[src/rtl/pipeline_one_drain.sv]
// Four-direction hold-and-drain pipeline stage.
// Captures N/S/E/W words on a strobe, then presents each valid code in turn.
module pipeline_one_drain (
    input  logic       clk,
    input  logic       rst_n,
    input  logic [9:0] noun,
    input  logic [9:0] soun,
    input  logic [9:0] eoun,
    input  logic [9:0] woun,
    input  logic       clksig,
    input  logic       rdy,
    output logic [6:0] inc,
    output logic       nsig,
    output logic       ssig,
    output logic       esig,
    output logic       wsig,
    output logic [1:0] tag,
    output logic       busy,
    output logic       done,
    output logic [2:0] sent_cnt
);

    typedef enum logic [1:0] {
        IDLE = 2'd0,
        SEND = 2'd1,
        FIN  = 2'd2
    } state_t;

    localparam logic [1:0] PN = 2'd0;
    localparam logic [1:0] PS = 2'd1;
    localparam logic [1:0] PE = 2'd2;
    localparam logic [1:0] PW = 2'd3;

    state_t     state;
    logic [9:0] hn;
    logic [9:0] hs;
    logic [9:0] he;
    logic [9:0] hw;
    logic [1:0] ptr;
    logic [9:0] cur;
    logic       live;

    // Select the held word under the scan pointer.
    always_comb begin
        cur = hn;
        unique case (ptr)
            PN: cur = hn;
            PS: cur = hs;
            PE: cur = he;
            PW: cur = hw;
        endcase
    end

    // A strobe is live only while draining a valid word.
    assign live = (state == SEND) && cur[9];

    assign inc  = live ? cur[6:0] : 7'd0;
    assign tag  = live ? cur[8:7] : 2'd0;
    assign nsig = live && (ptr == PN);
    assign ssig = live && (ptr == PS);
    assign esig = live && (ptr == PE);
    assign wsig = live && (ptr == PW);
    assign busy = (state != IDLE);
    assign done = (state == FIN);

    // Drain FSM: load on strobe, scan N..W, stall on a presented word until rdy.
    always_ff @(posedge clk or negedge rst_n) begin
        if (!rst_n) begin
            state    <= IDLE;
            hn       <= '0;
            hs       <= '0;
            he       <= '0;
            hw       <= '0;
            ptr      <= PN;
            sent_cnt <= '0;
        end else begin
            unique case (state)
                IDLE: begin
                    if (clksig) begin
                        hn       <= noun;
                        hs       <= soun;
                        he       <= eoun;
                        hw       <= woun;
                        ptr      <= PN;
                        sent_cnt <= '0;
                        state    <= SEND;
                    end
                end
                SEND: begin
                    if (!cur[9] || rdy) begin
                        if (cur[9]) begin
                            sent_cnt <= sent_cnt + 3'd1;
                        end
                        if (ptr == PW) begin
                            state <= FIN;
                        end else begin
                            ptr <= ptr + 2'd1;
                        end
                    end
                end
                FIN: begin
                    ptr   <= PN;
                    state <= IDLE;
                end
                default: begin
                    state <= IDLE;
                end
            endcase
        end
    end

endmodule
[config.mk]
export PLATFORM = sky130hd
export DESIGN_NAME = pipeline_one_drain
export DESIGN_NICKNAME = d
export VERILOG_FILES = /design/src/rtl/pipeline_one_drain.sv
export SDC_FILE = /design/constraint.sdc
export NUM_CORES = 1
export LEC_CHECK = 0
export ABC_CLOCK_PERIOD_IN_PS = 3900
export CELL_PAD_IN_SITES_DETAIL_PLACEMENT = 1
export CELL_PAD_IN_SITES_GLOBAL_PLACEMENT = 1
export CORE_ASPECT_RATIO = 0.7
export CORE_MARGIN = 8
export CORE_UTILIZATION = 37
export DETAILED_ROUTE_END_ITERATION = 10
export GPL_ROUTABILITY_DRIVEN = 0
export PLACE_DENSITY = 0.88
export SKIP_LAST_GASP = 1
export SLEW_MARGIN = 20
export SYNTH_ARGS = -nofsm -noshare
export SYNTH_HDL_FRONTEND = slang
export SYNTH_SLANG_ARGS = --single-unit
[constraint.sdc]
create_clock -name clk -period 3.9 [get_ports clk]
set_clock_uncertainty 0.05 [all_clocks]
set_input_delay 0.585 -clock clk [delete_from_list [all_inputs] [get_ports clk]]
set_output_delay 0.585 -clock clk [all_outputs]
set_load 0.02 [all_outputs]
==> results of run 1 <==
## state kept, by name, summed over array words and instances, names as in the netlist
signal and flops:
ptr 2, hs 10, he 10, hw 10, hn 10, state 2
sent_cnt 3
## stage by stage
stage               std cells  worst slack (ns)  power, mW
finish                    396            0.2213      2.223
global route              396           0.09418      2.397
CTS                       396            0.2338      2.239
detailed placement        388            0.6944      1.922
global placement          388            0.8880      1.854
floorplan                 264             1.555      1.500
## cells in the final DEF, fill, tap and decap left out, types with 2 or more instances in the layout
cell type	count
ha_1	6
nand2_1	123
nor3_1	2
clkdlybuf4s50_1	60
nor2_1	24
mux2i_1	2
clkbuf_8	5
dfrtp_1	47
inv_1	9
nor2b_1	2
buf_4	4
a21oi_1	9
a222oi_1	10
o21ai_0	2
## kinds of logic after synthesis
| kind of cell | count (synthesis) | share of synthesized area |
|---|---|---|
| and+or+nand+nor | 157 | 0.2812 |
| DFF | 47 | 0.5362 |
| AOI/OAI and AO/OA | 26 | 0.09071 |
| buffers and inverters | 25 | 0.04335 |
| adders and majority gates | 6 | 0.03423 |
| muxes | 3 | 0.01426 |
## routing by layer
| metal | routed length, µm | track usage | vias up |
|---|---|---|---|
| li1 | - | - | 963 |
| met3 | 431 | 0.04237 | 5 |
| met1 | 2968 | 0.2127 | 937 |
| met2 | 3072 | 0.2442 | 67 |
| met5 | 0 | 0 | - |
| met4 | 34 | 0.04000 | 0 |
## critical path, delay by kind of cell, from the launching register on
kind / cells / cell delay, ns
AOI/OAI and AO/OA: 2 / 1.17
adders and majority gates: 1 / 0.37
buffers and inverters: 2 / 0.69
DFF: 1 / 0.40
and+or+nand+nor: 1 / 0.12
## final cells by class
type | instances | area, µm²
Fill cell | 685 | 2778
Clock buffer | 6 | 72.57
Inverter | 10 | 37.54
Sequential cell | 47 | 1176
Clock inverter | 2 | 16.27
Timing Repair Buffer | 64 | 630.6
Multi-Input combinational cell | 192 | 922.1
Tap cell | 75 | 93.84
## power breakdown
part / internal (mW) / switching (mW) / total [mW] / leakage, nW
registers: 0.713 / 0.157 / 0.870 / 0.585
logic: 0.420 / 0.629 / 1.05 / 0.803
clock network: 0.129 / 0.175 / 0.304 / 0.0418
## final timing paths
check,end,slack [ns],depth (start not counted)
setup / recovery,inc[4],0.22,6
max in group asynchronous,ptr[1],3.17,1
min in group clk,hn[5],0.44,2
hold / removal,hw[9],0.24,1
hold reg to reg,hn[5],0.44,2
setup reg to reg,ptr[0],1.06,6
==> flow_summary.json, run 1 <==
{
  "synth_ff_type": "dfrtp_1",
  "setup_viol": 0,
  "post-route-period-util": 0.9433,
  "slew_viol_final": 0,
  "cts-buffers-inserted": 5,
  "cts_root_buf": "clkbuf_8",
  "drt-initial-drc-count": 174,
  "tightest_slew_ns": 0.6032,
  "worstSetupEndpointType": "output pin",
  "synthDominantCellAreaShare": 0.5362,
  "antenna_found_initial": 0,
  "syn_nets": 314,
  "ys_ff_latch": 47,
  "clock_sinks": 47,
  "max_cap_viol_count": 0,
  "syn_area_um2": 2193,
  "hpwl_mm": 4.855,
  "area_growth_pct": 34.46,
  "utilization": 0.5150,
  "synth_edf_count": 0,
  "track_usage": 0.1576,
  "ant_nets": 0,
  "ys_types": 26,
  "powerDensity_nw_per_um2": 753.8,
  "grt_max_degree": 48,
  "drive_gt1_frac": 0.04361,
  "dieArea_um2": 8687,
  "rows": 23,
  "rsz0062_at_grt": "false",
  "holdBufCountCts": 0,
  "ys_warn_count": 0,
  "antenna_cells": 0,
  "ys_top_cells_by_count": "nand2_1, dfrtp_1, nor2_1",
  "cts_resized": 0,
  "hold_path_class": "in -> async",
  "fin_nets": 370,
  "drc": 0,
  "vias_per_cell": 4.980,
  "grt_pass1_vias": 2182,
  "synth_most_common_cell": "nand2_1",
  "ir_drop_v": 0.0002105,
  "max_freq_mhz": 271.8,
  "core_um2": 5727,
  "drt_pass1_iterations": 5,
  "crit_arrival_ns": 3.04,
  "synth.avg_cell_area_um2": 8.308,
  "hold_viol": 0,
  "place_area_um2": 2858,
  "max_stage_delay_ns": 0.59,
  "path_cells": "inv_1, ha_1, a222oi_1, a211o_1, nor2_1, clkdlybuf4s50_1",
  "fin_hold_ws_ns": 0.2405,
  "clock_path_buffers": 2,
  "cp.required_ns": 3.26,
  "crit_path_start": "ptr[0]",
  "async_flop_share": 1.000,
  "synth_top_cell_by_area": "dfrtp_1",
  "p_leak_nw": 1.429,
  "cts_tree": "done",
  "critical_path.max_fanout": 16,
  "grt_overflow": 0,
  "die_h_um": 80.42,
  "postRouteWirelength_mm": 6.506,
  "ios": 62,
  "yosys-top-cells-area": "dfrtp_1, nand2_1, a222oi_1",
  "postCtsSetupBuffers": 0,
  "cts.reportedPaths.clkPinSlew_ns": 0.09,
  "relSlewSlack": 0.5979,
  "crit_slowest_cell": "a211o_1",
  "clkLatencyLatePin_ns": 0.30,
  "critPathKind": "reg -> out",
  "die_w_um": 108.0,
  "post_drt_wl_per_cell_um": 16.43,
  "synth_seq_area_share": 0.5362,
  "status": "finished clean",
  "reg2reg_from": "ptr[0]",
  "portBuffers": 61,
  "vias": 1972,
  "grt_pass1_wl_mm": 10.96,
  "fin_area_um2": 2949,
  "setup_tns_ns": 0,
  "h-tree-depth": 2,
  "initial_core_util": 0.3830,
  "startpoint_type": "flop",
  "period_needed_ns": 3.679,
  "synth_cells": 264
}
Note: power is estimated with default switching activity, not from simulation.
==> run 2: changes to the inputs <==
--- a/config.mk
+++ b/config.mk
@@ -15,7 +15,6 @@
 export GPL_ROUTABILITY_DRIVEN = 0
 export PLACE_DENSITY = 0.88
 export SKIP_LAST_GASP = 1
-export SLEW_MARGIN = 20
 export SYNTH_ARGS = -nofsm -noshare
 export SYNTH_HDL_FRONTEND = slang
 export SYNTH_SLANG_ARGS = --single-unit
==> flow_summary.json, run 2 (same netlist as run 1, synthesis figures left out) <==
{
  "status": "finished clean",
  "die_h_um": 80.42,
  "max_stage_delay_ns": 0.59,
  "portBuffers": 61,
  "worstSetupEndpointType": "output pin",
  "p_total_mw": 2.223,
  "fin_nets": 370,
  "layout_commonest_cell": "nand2_1",
  "antenna_found_initial": 0,
  "utilization": 0.5145,
  "cts_root_buf": "clkbuf_8",
  "period_needed_ns": 3.679,
  "ant_nets": 0,
  "drc": 0,
  "rsz0062_at_grt": "false",
  "tightest_slew_ns": 1.064,
  "powerDensity_nw_per_um2": 754.3,
  "post-place-ws_ns": 0.6944,
  "place_area_um2": 2858,
  "clkLatencyLatePin_ns": 0.30,
  "hold_path_class": "in -> async",
  "cts-buffers-inserted": 5,
  "grt_max_degree": 48,
  "track_usage": 0.1576,
  "met3_usage": 0.04237,
  "cts.reportedPaths.clkPinSlew_ns": 0.09,
  "holdBufCountCts": 0,
  "grt_pass1_wl_mm": 10.96,
  "max_cap_viol_count": 0,
  "drt-initial-drc-count": 174,
  "drive_gt1_frac": 0.04361,
  "cts_tree": "done",
  "antenna_cells": 0,
  "core_um2": 5727,
  "drt_pass1_iterations": 5,
  "slew_viol_final": 0,
  "post_drt_wl_per_cell_um": 16.43,
  "crit_buf_inv": 2,
  "grt_overflow": 0,
  "setup_viol": 0,
  "path_cells": "inv_1, ha_1, a222oi_1, a211o_1, nor2_1, clkdlybuf4s50_1",
  "p_leak_nw": 1.428,
  "cts_resized": 0,
  "post-route-period-util": 0.9433,
  "nFillCells": 686,
  "fin_hold_ws_ns": 0.4227,
  "initial_core_util": 0.3830,
  "crit_arrival_ns": 3.04,
  "grt_pass1_vias": 2182,
  "clock_path_buffers": 2,
  "rows": 23,
  "postRouteWirelength_mm": 6.506,
  "path_depth": 6,
  "startpoint_type": "flop",
  "dieArea_um2": 8687,
  "max_freq_mhz": 271.8,
  "cp.required_ns": 3.26,
  "hold_viol": 0,
  "ios": 62,
  "fin_cells": 396,
  "cp_top_family": "compound AO/OA/AOI/OAI gates",
  "area_growth_pct": 34.34,
  "dpl.cell_count": 388,
  "die_w_um": 108.0,
  "fin_area_um2": 2947,
  "setup_slack_ns": 0.2213,
  "relSlewSlack": 0.2908,
  "postCtsSetupBuffers": 0,
  "met2_usage": 0.2442,
  "r2r_cells": 6,
  "hpwl_mm": 4.855,
  "critPathKind": "reg -> out",
  "clock_sinks": 47,
  "h-tree-depth": 2,
  "vias": 1972,
  "crit_slowest_cell": "a211o_1",
  "globalRouteMet1Util": 0.2127,
  "critical_path.max_fanout": 16,
  "ir_drop_v": 0.0002105,
  "vias_per_cell": 4.980,
  "final_cell_mix": "nand2_1, clkdlybuf4s50_1, dfrtp_1, nor2_1, a222oi_1",
  "setup_tns_ns": 0,
  "gr-max-usage-layer": "met2"
}
run 2: layout make-up:
cell class | count | area (µm²) | share of cell area
clock inverters | 2 | 16.27 | 0.005520
clock buffers | 6 | 72.57 | 0.02463
flip-flops and latches | 47 | 1176 | 0.3992
inverters | 10 | 37.54 | 0.01274
well taps | 75 | 93.84 | 0.03185
repair buffers | 64 | 628.1 | 0.2132
multi-input cells | 192 | 922.1 | 0.3130
run 2: worst paths after layout:
| kind | slack [ns] | end | from |
|---|---|---|---|
| worst max-delay path | 0.22 | inc[4] | ptr[0] |
| worst min-delay path | 0.42 | hw[9] | rst_n |
| min in group clk | 0.44 | hn[5] | hn[5] |
| worst min register to register | 0.44 | hn[5] | hn[5] |
| max in group asynchronous | 2.74 | ptr[1] | rst_n |
| worst max register to register | 1.06 | ptr[0] | ptr[0] |
run 2: layer usage:
layer / vias up / share of wire
met5: - / 0
met4: 0 / 0.0052
met3: 5 / 0.066
met2: 67 / 0.47
met1: 937 / 0.46
li1: 963 / -
run 2: power by group:
part	switching, mW	internal, mW
Sequential	0.157	0.713
Clock	0.175	0.129
Combinational	0.629	0.419
Total	0.961	1.26
